--- src/rtl/input_conditioner.sv ---
// Button/switch input conditioner: two-flop synchronisers followed by
// per-channel debounce state machines with one-cycle event strobes.
module input_conditioner #(
  parameter int DB_COUNT = 20000,
  parameter int CNT_W    = 16,
  parameter int SW_W     = 3
) (
  input  logic            clk,
  input  logic            rst_n,
  input  logic            ena,
  input  logic            btn_raw,
  input  logic [SW_W-1:0] sw_raw,
  output logic            btn_level,
  output logic            btn_pulse,
  output logic [SW_W-1:0] sw_stable,
  output logic            sw_changed
);

  typedef enum logic {
    STABLE  = 1'b0,
    PENDING = 1'b1
  } db_state_e;

  localparam logic [CNT_W-1:0] CNT_LAST = CNT_W'(DB_COUNT - 1);
  localparam logic [CNT_W-1:0] CNT_ONE  = CNT_W'(1);

  logic            btn_m_q, btn_s_q;
  logic [SW_W-1:0] sw_m_q, sw_s_q;

  db_state_e       bst_q, bst_d;
  logic [CNT_W-1:0] bcnt_q, bcnt_d;
  logic            btn_level_q, btn_level_d;
  logic            btn_pulse_q, btn_pulse_d;

  db_state_e       sst_q, sst_d;
  logic [CNT_W-1:0] scnt_q, scnt_d;
  logic [SW_W-1:0] sw_cand_q, sw_cand_d;
  logic [SW_W-1:0] sw_stable_q, sw_stable_d;
  logic            sw_changed_q, sw_changed_d;

  // Synchronisers run every cycle regardless of ena.
  always_ff @(posedge clk or negedge rst_n) begin
    if (!rst_n) begin
      btn_m_q <= 1'b0;
      btn_s_q <= 1'b0;
      sw_m_q  <= '0;
      sw_s_q  <= '0;
    end else begin
      btn_m_q <= btn_raw;
      btn_s_q <= btn_m_q;
      sw_m_q  <= sw_raw;
      sw_s_q  <= sw_m_q;
    end
  end

  // Button debounce: a new level must hold DB_COUNT enabled edges.
  always_comb begin
    bst_d       = bst_q;
    bcnt_d      = bcnt_q;
    btn_level_d = btn_level_q;
    btn_pulse_d = 1'b0;
    if (ena) begin
      unique case (bst_q)
        STABLE: begin
          if (btn_s_q != btn_level_q) begin
            bst_d  = PENDING;
            bcnt_d = CNT_ONE;
          end else begin
            bcnt_d = '0;
          end
        end
        PENDING: begin
          if (btn_s_q == btn_level_q) begin
            bst_d  = STABLE;
            bcnt_d = '0;
          end else if (bcnt_q == CNT_LAST) begin
            btn_level_d = btn_s_q;
            btn_pulse_d = btn_s_q;
            bcnt_d      = '0;
            bst_d       = STABLE;
          end else begin
            bcnt_d = bcnt_q + CNT_ONE;
          end
        end
        default: bst_d = STABLE;
      endcase
    end
  end

  // Switch debounce: any further movement restarts the count on the new vector.
  always_comb begin
    sst_d        = sst_q;
    scnt_d       = scnt_q;
    sw_cand_d    = sw_cand_q;
    sw_stable_d  = sw_stable_q;
    sw_changed_d = 1'b0;
    if (ena) begin
      unique case (sst_q)
        STABLE: begin
          if (sw_s_q != sw_stable_q) begin
            sst_d     = PENDING;
            sw_cand_d = sw_s_q;
            scnt_d    = CNT_ONE;
          end else begin
            scnt_d = '0;
          end
        end
        PENDING: begin
          if (sw_s_q == sw_stable_q) begin
            sst_d  = STABLE;
            scnt_d = '0;
          end else if (sw_s_q != sw_cand_q) begin
            sw_cand_d = sw_s_q;
            scnt_d    = CNT_ONE;
          end else if (scnt_q == CNT_LAST) begin
            sw_stable_d  = sw_cand_q;
            sw_changed_d = 1'b1;
            scnt_d       = '0;
            sst_d        = STABLE;
          end else begin
            scnt_d = scnt_q + CNT_ONE;
          end
        end
        default: sst_d = STABLE;
      endcase
    end
  end

  // Debounce state, counters and registered outputs.
  always_ff @(posedge clk or negedge rst_n) begin
    if (!rst_n) begin
      bst_q        <= STABLE;
      bcnt_q       <= '0;
      btn_level_q  <= 1'b0;
      btn_pulse_q  <= 1'b0;
      sst_q        <= STABLE;
      scnt_q       <= '0;
      sw_cand_q    <= '0;
      sw_stable_q  <= '0;
      sw_changed_q <= 1'b0;
    end else begin
      bst_q        <= bst_d;
      bcnt_q       <= bcnt_d;
      btn_level_q  <= btn_level_d;
      btn_pulse_q  <= btn_pulse_d;
      sst_q        <= sst_d;
      scnt_q       <= scnt_d;
      sw_cand_q    <= sw_cand_d;
      sw_stable_q  <= sw_stable_d;
      sw_changed_q <= sw_changed_d;
    end
  end

  assign btn_level  = btn_level_q;
  assign btn_pulse  = btn_pulse_q;
  assign sw_stable  = sw_stable_q;
  assign sw_changed = sw_changed_q;

endmodule
--- config.mk ---
export PLATFORM = sky130hd
export DESIGN_NAME = input_conditioner
export DESIGN_NICKNAME = d
export VERILOG_FILES = /design/src/rtl/input_conditioner.sv
export SDC_FILE = /design/constraint.sdc
export NUM_CORES = 1
export LEC_CHECK = 0
export ABC_AREA = 1
export CAP_MARGIN = 20
export CORE_MARGIN = 4
export CORE_UTILIZATION = 29
export CTS_BUF_LIST = sky130_fd_sc_hd__clkbuf_16
export DETAILED_ROUTE_END_ITERATION = 10
export GPL_TIMING_DRIVEN = 0
export PLACE_DENSITY = 0.43
export REMOVE_ABC_BUFFERS = 1
export SYNTH_ARGS = -nofsm -noshare
export SYNTH_HDL_FRONTEND = slang
export SYNTH_SLANG_ARGS = --single-unit
--- constraint.sdc ---
create_clock -name clk -period 1.9 [get_ports clk]
set_clock_uncertainty 0.15 [all_clocks]
set_input_delay 0.38 -clock clk [delete_from_list [all_inputs] [get_ports clk]]
set_output_delay 0.38 -clock clk [all_outputs]
set_load 0.005 [all_outputs]
Word level (Yosys, flattened, before mapping)
Cells that the tools add are included.

word-level totals
  output and inout port bits = 6
  logic and storage cells = 64
  bits in registers = 51

cells by class
  muxes and demuxes = 31
  $add $sub $neg = 2
  equality and inequality tests = 10
  bitwise logic cells = 5
  reductions and logical operators = 3

operator list
  kind                                                                     count
  16-bit 2-to-1 mux                                                        5
  16-bit case mux with 2 select lines                                      2
  16-bit by 1-bit adder with 16-bit output, second input constant          2
  16-bit by 15-bit equality test with 1-bit output, second input constant  2
  1-bit 2-to-1 mux                                                         18
  3-bit 2-to-1 mux                                                         3
  4-bit AND reduction                                                      2
  3-bit != test                                                            2
  3-bit case mux with 2 select lines                                       1
  1-bit inverter                                                           5
  5-bit AND reduction                                                      1
  2-bit != test, second input constant                                     2
  1-bit case mux with 2 select lines                                       2
  3-bit equality test                                                      1
  2-bit by 1-bit != test with 1-bit output, second input constant          1
  1-bit equality test                                                      1
  1-bit != test                                                            1

Depth between registers and ports, before layout
Gate-level depths: netlist of run 1.

  depth after elaboration = 6
  depth in mapped cells = 11
  gate-level depth less buffers = 10

Worst setup path after synthesis of run 1
Ideal clock, no wire load.

  path type = flip-flop to flip-flop
  start = register scnt_q[0]
  end = register scnt_q[6]
  cell stages (with the launch flop) = 12
  buffers on the path = 1
  setup time = 0.066 ns
  slack = 0.333 ns
  period minus slack after synthesis = 1.567 ns
  arrival time = 1.351 ns
  path through = dfrtp_1 -> ha_1 -> nand2_1 -> inv_1 -> nand2_1 -> nor2_1 -> nand2_2 -> nand2_2 -> nor2_4 -> buf_6 -> nand2_1 -> nand2_1

between the ends
  cells in the longest elaborated chain, start to end = 5
  elaborated cells between the ends (all ways) = 6
  those cells by class = add/sub (1); eq/ne (1); mux (4)

ends and longest elaborated chain
  item                                                                                                          line      source
  from (decl)                                                                                                   36        logic [CNT_W-1:0] scnt_q, scnt_d;
  from (signal assigned)                                                                                        147       scnt_q <= scnt_d;
  16-bit by 1-bit adder with 16-bit output or 16-bit by 15-bit equality test with 1-bit output (tied branches)  121, 115
  16-bit 2-to-1 mux *                                                                                           115       end else if (scnt_q == CNT_LAST) begin
  16-bit 2-to-1 mux *                                                                                           112       end else if (sw_s_q != sw_cand_q) begin
  16-bit 2-to-1 mux *                                                                                           109       if (sw_s_q == sw_stable_q) begin
  16-bit case mux with 2 select lines *                                                                         98        unique case (sst_q)

Mark *: on every way between the ends. The rest lies on a longest branch, timed or not.
A chain may end at the register's enable or synchronous reset.

Worst setup path after layout of run 1
  start = register bcnt_q[0]
  end = register bcnt_q[14]

between the ends
  cells in the longest elaborated chain, start to end = 4
  elaborated cells between the ends (all ways) = 5
  those cells by class = add/sub (1); eq/ne (1); mux (3)

ends and longest elaborated chain
  item                                                                                                          line    source
  from (decl)                                                                                                   31      logic [CNT_W-1:0] bcnt_q, bcnt_d;
  from (signal assigned)                                                                                        143     bcnt_q <= bcnt_d;
  16-bit by 1-bit adder with 16-bit output or 16-bit by 15-bit equality test with 1-bit output (tied branches)  82, 76
  16-bit 2-to-1 mux *                                                                                           76      end else if (bcnt_q == CNT_LAST) begin
  16-bit 2-to-1 mux *                                                                                           73      if (btn_s_q == btn_level_q) begin
  16-bit case mux with 2 select lines *                                                                         63      unique case (bst_q)

Marks and branches as above.

==> metrics.yaml, run 1 <==
status: "complete, no violations"
slew_headroom_pct: 72.8
yosysUniqueCellTypes: 29
ys_warn_count: 0
max_cap_viol_count: 0
die_area_um2: 11300
yosys_register_bits: 51
path_class: "register to register"
cts_max_path_buffers: 2
yosysTopAreaCellShare_pct: 45.6
ios: 13
fmax_mhz: 574
crit_fanout: 8
place_ws_ns: -1.14
ys_seq_area_share_pct: 45.6
worstHoldPathType: "register to register"
whs_ns: 0.201
worstPathArrival_ns: 1.77
setup_viol_count_final: 0
syn_to_final_growth_pct: 17.2
synth_area_leader_cell: "dfrtp_1"
cp-start-kind: "register"
placed_area_um2: 3070
critPathRequiredTime_ns: 1.93
detail-route-antenna-nets: 0
rsz0062_at_grt: "no"
nets: 422
dr.pass1.iters: 4
clock_latency_ns: 0.29
gp_congestion: 0.735
synth_area_leaders: "dfrtp_1 46%, nand2_1 20%, nor2_1 7.7%, inv_1 5.9%, nand3_1 4.1%"
drive_above_1_share_pct: 7.00
endpoint_kind: "register"
p_leak_nw: 1.62
post-place-cells: 532
wirelength_mm: 6.16
p_per_area_nw_per_um2: 711
cts_tree: "built"
cts_sinks: 51
synthCells: 394
clk_pin_slew_ns: 0.07
vias_per_cell: 4.30
postSynthAreaPerCell_um2: 7.10
grt_max_degree: 38
dp_hpwl_mm: 4.52
r2r_slack_ns: 0.16
grt_pass1_wl_mm: 11.0
insertedDiodeCount: 0
final_util_pct: 35.1
die_w_um: 106
rows: 35
drt_iter0_markers: 83
wire_per_inst_um: 11.4
grt_pass1_vias: 2376
antenna_found_initial: 0
synth_area_um2: 2800
tightestPinTransition_ns: 0.404
io_buffers: 12
fin_ws_ns: 0.157
die_h_um: 106
final_area_um2: 3280
slew_violations: 0
core_area_um2: 9330
num_vias: 2335
stdcell_count: 543
post-route-min-period_ns: 1.74
period_share_pct: 91.7
start_util_pct: 30.0
final-hold-violation-count: 0
fillers: 979
grtUsageTotal_pct: 11.8
peakVddDrop_uv: 322
cts.htree.levels: 2
drc: 0
numCtsBuffers: 5
globalRouteOverflowTotal: 0
clock_tree.root_cell: "clkbuf_16"
==> placed cells by master, fill, tap and decap left out <==
master / instances
mux2i_1: 1
inv_2: 3
buf_12: 2
nand2_2: 6
nand3b_1: 2
ha_1: 2
clkbuf_16: 5
o21ai_0: 14
dlygate4sd3_1: 1
nand2_1: 149
a21boi_0: 1
nor2_1: 57
xor2_1: 5
a21oi_1: 1
clkinv_1: 2
bufinv_16: 1
o21ai_1: 1
inv_1: 44
buf_4: 1
inv_4: 1
a21o_1: 1
clkdlybuf4s50_1: 10
nor3_2: 1
clkinv_2: 2
nand3_1: 22
xnor2_1: 7
nand3_2: 2
nand4_1: 7
nor3_1: 5
nor2_4: 2
clkdlybuf4s15_2: 1
dfrtp_1: 51
nor2_2: 1
o22ai_1: 2
buf_2: 1
==> cell usage after synthesis <==
cell	number
nand3_2	1
nand3_1	23
o21ai_1	1
mux2i_1	1
dfrtp_1	51
nand4_1	7
clkbuf_1	1
ha_1	2
nor3_2	1
nand3b_1	2
buf_6	1
nor3_1	5
nor2_2	1
o21ai_0	14
inv_1	44
nor2_4	2
clkinv_2	1
xnor2_1	7
a21boi_0	1
xor2_1	5
nand2_1	149
o22ai_1	2
nor2_1	57
clkinv_1	2
inv_2	3
buf_2	2
a21o_1	1
nand2_2	6
a21oi_1	1
==> metrics by stage <==
stage	total power [W]	TNS, ns
after CTS	0.00238	0
after floorplan	0.00126	0
final	0.00233	0
after global placement	0.00133	-93.81
after global routing	0.00245	0
after detailed placement	0.00134	-21.36
==> what timing repair did <==
action	4_1_cts	5_1_grt
endpoints found under the setup margin	26	21
pin swaps	0	2
setup buffers	0	2
hold buffers	1	0
endpoints found under the hold margin	14	0
gates resized for setup	4	2
==> power by group <==
group	switching (W)	internal, W	leakage (nW)
Sequential	0.0000316	0.00112	0.679
Combinational	0.000109	0.0000586	0.863
Clock	0.000399	0.000615	0.0812
==> registers in the layout, indices dropped and copies added, names as in the netlist <==
register    cells
scnt_q         16
sw_s_q          3
btn_pulse       1
sw_changed      1
sw_stable       3
sw_m_q          3
sw_cand_q       3
bcnt_q         16
btn_m_q         1
sst_q           1
btn_level       1
bst_q           1
btn_s_q         1
==> path summary, 6_finish.rpt <==
path                            from      endpoint  depth (start not counted)
setup / recovery           bcnt_q[0]    bcnt_q[14]                          8
hold / removal               btn_m_q       btn_s_q                          0
setup reg to reg           bcnt_q[0]    bcnt_q[14]                          8
hold reg to reg              btn_m_q       btn_s_q                          0
max in group asynchronous      rst_n    bcnt_q[10]                          3
min in group asynchronous      rst_n  sw_stable[2]                          2
==> routing by layer <==
layer	vias to the layer above	GRT usage [%]	wire length, um
met3	5	2.00	99
met1	1070	15.2	3080
met4	0	3.61	71
met2	11	20.4	2910
met5	-	0	0
li1	1249	-	-
==> worst max-delay path, stage by stage, from the launching register on <==
cell	delay, ns
dfrtp_1	0.38
ha_1	0.22
nand3_2	0.13
nor3_2	0.23
nand2_1	0.08
nand2_1	0.07
nand2_2	0.14
clkinv_2	0.16
nor2_1	0.07
==> area by class of cell <==
class,instances,area [um2],area share [%]
multi-input combinational,289,1310,40.0
sequential,51,1280,38.9
inverter,50,191,5.84
timing repair buffer,16,174,5.31
tap,129,161,4.92
clock buffer,5,125,3.82
clock inverter,3,38.8,1.18
==> cells by family after synthesis <==
family / Yosys count / share of synthesized area, %
flip-flops: 51 / 45.6
AND/OR/NAND/NOR: 254 / 37.9
AO/OA/AOI/OAI: 20 / 3.85
XOR/XNOR: 12 / 3.76
buffers and inverters: 54 / 7.65
adder cells (fa/ha/maj): 2 / 0.895
multiplexers: 1 / 0.358
No activity file was read; power rests on OpenSTA's default activity.
==> inputs of run 2 (changes only) <==
==> constraint.sdc (replaced) <==
create_clock -name clk -period 2.1 [get_ports clk]
set_clock_uncertainty 0.15 [all_clocks]
set_input_delay 0.21 -clock clk [delete_from_list [all_inputs] [get_ports clk]]
set_output_delay 0.21 -clock clk [all_outputs]
set_load 0.005 [all_outputs]
==> run 2 against run 1 <==
Effect of this change:
- global-route usage is essentially flat
- via count shrank 0.21%
- critical path depth shrank 2
- sequential cell count is the same
- wire length shrank 0.50%
- cell count shrank 0.37%
- sequential share of layout area grew 0.42 points
- largest cell class unchanged
==> metrics.yaml, run 2 (same netlist as run 1, synthesis figures left out) <==
status: "complete, no violations"  # unchanged
die_h_um: 106  # unchanged
slew_violations: 0  # unchanged
drc: 0  # unchanged
cts_sinks: 51  # unchanged
final_cell_mix: "149 x nand2_1, 57 x nor2_1, 51 x dfrtp_1, 44 x inv_1, 23 x nand3_1"  # was 149 x nand2_1, 57 x nor2_1, 51 x dfrtp_1, 44 x inv_1, 22 x nand3_1
peakVddDrop_uv: 291  # was 322 uV
crit_family: "buffers and inverters"  # was simple AND/OR/NAND/NOR gates
layout_commonest_cell: "nand2_1"  # unchanged
wire_per_inst_um: 11.3  # was 11.4 um
fmax_mhz: 542
grt_pass1_wl_mm: 10.9  # was 11.0 mm
worstPathArrival_ns: 1.88  # was 1.77 ns
crit_fanout: 18  # was 8
dr.pass1.iters: 4  # unchanged
clock_latency_ns: 0.29  # about the same
insertedDiodeCount: 0  # unchanged
grtUsageTotal_pct: 11.8  # about the same
max_cap_viol_count: 0  # unchanged
tightestPinTransition_ns: 0.664  # was 0.404 ns
timing.setup.tns_ns: 0  # unchanged
grt_max_degree: 38  # unchanged
critPathRequiredTime_ns: 2.13  # was 1.93 ns
globalRouteOverflowTotal: 0  # unchanged
worst-path-buf-inv: 2  # was 1
p_per_area_nw_per_um2: 649  # was 711 nW/um2
nets: 420  # was 422
clk_pin_slew_ns: 0.07  # about the same
clock_tree.root_cell: "clkbuf_16"  # unchanged
numCtsBuffers: 5  # unchanged
cp-start-kind: "primary input"  # was register
cpPeakStageDelay_ns: 0.60  # was 0.38 ns
drt_iter0_markers: 84  # was 83
endpoint_kind: "register"  # unchanged
post-route-min-period_ns: 1.85
start_util_pct: 30.0  # unchanged
grt_pass1_vias: 2369  # was 2376
rsz0062_at_grt: "no"  # unchanged
slew_headroom_pct: 55.7  # was 72.8%
setup_viol_count_final: 0  # unchanged
cp_slowest_cell: "clkdlybuf4s15_1"  # was dfrtp_1
cts_max_path_buffers: 2  # unchanged
drive_above_1_share_pct: 6.07  # was 7.00%
r2r_slack_ns: 0.33  # was 0.16 ns
path_depth: 6  # was 8
wirelength_mm: 6.13  # was 6.16 mm
crit_chain: "clkdlybuf4s15_1 > clkinv_2 > nor2_1 > nand4_1 > nand2_1 > nand2_1"  # was ha_1 > nand3_2 > nor3_2 > nand2_1 > nand2_1 > nand2_2 > clkinv_2 > nor2_1
syn_to_final_growth_pct: 16.0  # was 17.2%
worstHoldPathType: "register to register"  # unchanged
cp_common_cell: "nand2_1"  # unchanged
p_leak_nw: 1.61  # was 1.62 nW
rr_endpoint: "scnt_q[14]"  # was bcnt_q[14]
die_w_um: 106  # unchanged
dp_hpwl_mm: 4.52  # unchanged
rows: 35  # unchanged
gp_congestion: 0.735  # unchanged
antenna_found_initial: 0  # unchanged
die_area_um2: 11300  # unchanged
largestRegisters: "bcnt_q (16), scnt_q (16)"  # unchanged
cts.htree.levels: 2  # unchanged
io_buffers: 12  # unchanged
vias_per_cell: 4.31  # was 4.30
core_area_um2: 9330  # unchanged
crit_path_start: "ena"  # was bcnt_q[0]
num_vias: 2330  # was 2335
period_share_pct: 87.9
final_area_um2: 3240  # was 3280 um2
timing.rr.start: "scnt_q[0]"  # was bcnt_q[0]
ios: 13  # unchanged
cts_tree: "built"  # unchanged
crit_end: "btn_level"  # was bcnt_q[14]
path_class: "primary input to register"  # was register to register
r2r_cells: 10  # was 8
detail-route-antenna-nets: 0  # unchanged
placed_area_um2: 3070  # unchanged
final-hold-violation-count: 0  # unchanged
worstHoldPathCells: 0  # unchanged
run 2: cell count changes in the layout (fill, tap and decap cells not counted):
cell             before  now
buf_12                2    1
buf_4                 1    0
clkdlybuf4s15_1       0    1
clkdlybuf4s15_2       1    0
clkinv_2              2    3
inv_4                 1    0
nand3_1              22   23
nand3_2               2    1
run 2: metrics by stage:
| stage | total power [W] | worst slack (ns) | utilization [%] | hold WS, ns | std cells |
|---|---|---|---|---|---|
| 2_1_floorplan | 0.00114 | 0.551 | - | -0.236 | 390 |
| 3_3_place_gp | 0.00120 | -1.05 | 32.7 | 0.185 | 531 |
| 3_5_place_dp | 0.00121 | -0.767 | 32.9 | 0.00815 | 532 |
| 4_1_cts | 0.00215 | 0.163 | 34.8 | 0.203 | 541 |
| 5_1_grt | 0.00221 | 0.00637 | 34.8 | 0.200 | 541 |
| 6_report | 0.00210 | 0.254 | 34.8 | 0.201 | 541 |
run 2: timing repair:
action,CTS,global route
resized for setup,2,1
hold buffers,1,0
hold endpoints to repair,14,0
buffers inserted,0,0
setup endpoints to repair,5,1
run 2: final cells by class:
| class | instances | area, um2 |
|---|---|---|
| sequential | 51 | 1280 |
| multi-input combinational | 289 | 1310 |
| tap | 129 | 161 |
| clock buffer | 5 | 125 |
| fill | 981 | 6080 |
| clock inverter | 3 | 38.8 |
| inverter | 50 | 190 |
| timing repair buffer | 14 | 145 |
run 2: worst min-delay path by stage:
stage	from	to	slack, ns
after floorplan	rst_n	bcnt_q[0]	-0.24
after global placement	sw_m_q[1]	sw_s_q[1]	0.19
after detailed placement	rst_n	sw_stable[1]	0.008
after CTS	sw_raw[0]	sw_m_q[0]	0.20
after global routing	sw_raw[0]	sw_m_q[0]	0.20
final	btn_m_q	btn_s_q	0.20
run 2: per-layer routing:
| layer | vias up | wire, um | global-route usage [%] |
|---|---|---|---|
| met3 | 5 | 99 | 2.00 |
| met5 | - | 0 | 0 |
| li1 | 1244 | - | - |
| met2 | 11 | 2900 | 20.3 |
| met4 | 0 | 71 | 3.61 |
| met1 | 1070 | 3070 | 15.2 |
run 2: power by group:
part,switching (W),internal (W)
combinational,0.0000975,0.0000499
sequential,0.0000283,0.00101
clock,0.000361,0.000557
total,0.000487,0.00162
run 2: worst reg2reg max path, delay by kind of cell, from the launching register on:
kind                       cells  cell delay [ns]
buffers and inverters          1             0.07
adders and majority gates      1             0.22
and+or+nand+nor                8             0.85
DFF                            1             0.41
==> inputs of run 3 (changes only) <==
--- a/config.mk
+++ b/config.mk
@@ -14,6 +14,7 @@
 export GPL_TIMING_DRIVEN = 0
 export PLACE_DENSITY = 0.43
 export REMOVE_ABC_BUFFERS = 1
+export SLEW_MARGIN = 10
 export SYNTH_ARGS = -nofsm -noshare
 export SYNTH_HDL_FRONTEND = slang
 export SYNTH_SLANG_ARGS = --single-unit
==> run 3 against run 2 <==
Effect of this change:
- sequential cell count is the same
- wire length grew 0.24%
- clock-buffer cell count is the same
- largest cell class unchanged
- sequential share of layout area shrank 0.33 points
- setup slack lost 0.049 ns
- hold slack lost 0.0049 ns
- first-iteration DRC count shrank 3.6%
- global-route usage grew 0.36 points
- non-clock buffer count is the same
==> metrics.yaml, run 3 (same netlist as run 1, synthesis figures left out) <==
status: "complete, no violations"  # unchanged
core_area_um2: 9330  # unchanged
critPathRequiredTime_ns: 2.14  # was 2.13 ns
cts_sinks: 51  # unchanged
cts_max_path_buffers: 2  # unchanged
grt_pass1_wl_mm: 11.0  # was 10.9 mm
clock_latency_ns: 0.30  # was 0.29 ns
die_h_um: 106  # unchanged
antenna_found_initial: 0  # unchanged
numCtsBuffers: 5  # unchanged
clock_tree.root_cell: "clkbuf_16"  # unchanged
wirelength_mm: 6.15  # was 6.13 mm
min-delay-start: "sw_raw[0]"  # was btn_m_q
clk_pin_slew_ns: 0.07  # about the same
final-hold-violation-count: 0  # unchanged
insertedDiodeCount: 0  # unchanged
globalRouteOverflowTotal: 0  # unchanged
cp-start-kind: "primary input"  # unchanged
die_area_um2: 11300  # unchanged
final_area_um2: 3270  # was 3240 um2
dp_hpwl_mm: 4.44  # was 4.52 mm
final_cell_mix: "149 x nand2_1, 57 x nor2_1, 51 x dfrtp_1, 44 x inv_1, 23 x nand3_1"  # unchanged
path_class: "primary input to register"  # unchanged
cp_common_cell: "nand2_1"  # unchanged
r2r_slack_ns: 0.33  # about the same
ios: 13  # unchanged
die_w_um: 106  # unchanged
p_leak_nw: 1.62  # was 1.61 nW
tightestPinTransition_ns: 0.696  # was 0.664 ns
detail-route-antenna-nets: 0  # unchanged
crit_chain: "dlygate4sd2_1 > clkinv_2 > nor2_1 > nand4_1 > nand2_1 > nand2_1"  # was clkdlybuf4s15_1 > clkinv_2 > nor2_1 > nand4_1 > nand2_1 > nand2_1
setup_viol_count_final: 0  # unchanged
drc: 0  # unchanged
slew_headroom_pct: 53.6  # was 55.7%
grtUsageTotal_pct: 12.2  # was 11.8%
dr.pass1.iters: 4  # unchanged
cts.htree.levels: 2  # unchanged
post-route-min-period_ns: 1.89  # was 1.85 ns
fmax_mhz: 528  # was 542 MHz
slew_violations: 0  # unchanged
nets: 420  # unchanged
peakVddDrop_uv: 299  # was 291 uV
grt_max_degree: 33  # was 38
io_buffers: 12  # unchanged
total_power_w: 0.00226  # was 0.00210 W
cp_slowest_cell: "dlygate4sd2_1"  # was clkdlybuf4s15_1
drt_iter0_markers: 81  # was 84
timing.rr.start: "scnt_q[0]"  # unchanged
grt_pass1_vias: 2342  # was 2369
fillers: 977  # was 981
worstPathArrival_ns: 1.94  # was 1.88 ns
multi_input_area_um2: 1310  # unchanged
syn_to_final_growth_pct: 17.0  # was 16.0%
gp_congestion: 0.735  # unchanged
layout_commonest_cell: "nand2_1"  # unchanged
rsz0062_at_grt: "no"  # unchanged
rr_endpoint: "scnt_q[8]"  # was scnt_q[14]
start_util_pct: 30.0  # unchanged
wire_per_inst_um: 11.4  # was 11.3 um
p_per_area_nw_per_um2: 690  # was 649 nW/um2
hold_end: "sw_m_q[0]"  # was btn_s_q
cts_tree: "built"  # unchanged
r2r_cells: 10  # unchanged
rows: 35  # unchanged
crit_fanout: 18  # unchanged
ff_latch_area_um2: 1280  # unchanged
endpoint_kind: "register"  # unchanged
num_vias: 2315  # was 2330
largestRegisters: "bcnt_q (16), scnt_q (16)"  # unchanged
worstHoldPathType: "primary input to register"  # was register to register
period_share_pct: 90.2  # was 87.9%
drive_above_1_share_pct: 6.31  # was 6.07%
vias_per_cell: 4.28  # was 4.31
worstHoldPathCells: 1  # was 0
placed_area_um2: 3070  # unchanged
cpPeakStageDelay_ns: 0.65  # was 0.60 ns
max_cap_viol_count: 0  # unchanged
[run 3: cell type report]
type / count / share of cell area (%)
Clock buffer: 5 / 3.83
Sequential cell: 51 / 39.0
Multi-Input combinational cell: 289 / 39.9
Clock inverter: 3 / 2.07
Tap cell: 129 / 4.93
Inverter: 50 / 5.81
Timing Repair Buffer: 14 / 4.40
[run 3: repair_timing]
action | in CTS | in global routing
endpoints found under the setup margin | 4 | 0
resized for setup | 2 | 0
hold endpoints to repair | 19 | 0
hold buffers | 1 | 0
setup buffers | 0 | 0
[run 3: through the flow]
| step | hold WS [ns] | util, % | std cells | TNS [ns] | worst slack, ns |
|---|---|---|---|---|---|
| after global routing | 0.181 | 35.1 | 541 | 0 | 0.00539 |
| after floorplan | -0.236 | - | 390 | 0 | 0.551 |
| after detailed placement | 0.0642 | 32.9 | 532 | -7.49 | -0.726 |
| after CTS | 0.191 | 35.1 | 541 | 0 | 0.190 |
| final | 0.196 | 35.1 | 541 | 0 | 0.206 |
| after global placement | 0.185 | 32.7 | 531 | -61.51 | -1.05 |
[run 3: power breakdown]
part           internal [W]  total (W)  leakage, nW  switching, W
logic             0.0000495   0.000146        0.850     0.0000968
clock network      0.000683    0.00107       0.0900      0.000389
registers           0.00101    0.00104        0.679     0.0000282
total               0.00174    0.00226         1.62      0.000514
[run 3: how the worst max path moves through the flow]
stage	from	end	slack, ns	cells after the start
2_1_floorplan	scnt_q[0]	scnt_q[11]	0.55	10
3_3_place_gp	rst_n	btn_m_q	-1.05	1
3_5_place_dp	ena	btn_level	-0.73	6
4_1_cts	ena	btn_level	0.19	6
5_1_grt	ena	btn_level	0.005	6
6_report	ena	btn_level	0.21	6
[run 3: critical path, delay by kind of cell]
family	cells	cell delay (ns)
buffers and inverters	2	1.09
AND/OR/NAND/NOR	4	0.62
[run 3: layer usage]
layer	global-route usage [%]	wire (um)	up-vias
li1	-	-	1241
met1	16.1	3080	1051
met2	19.4	2850	19
met3	3.64	164	4
met4	3.42	51	0
met5	0	0	-
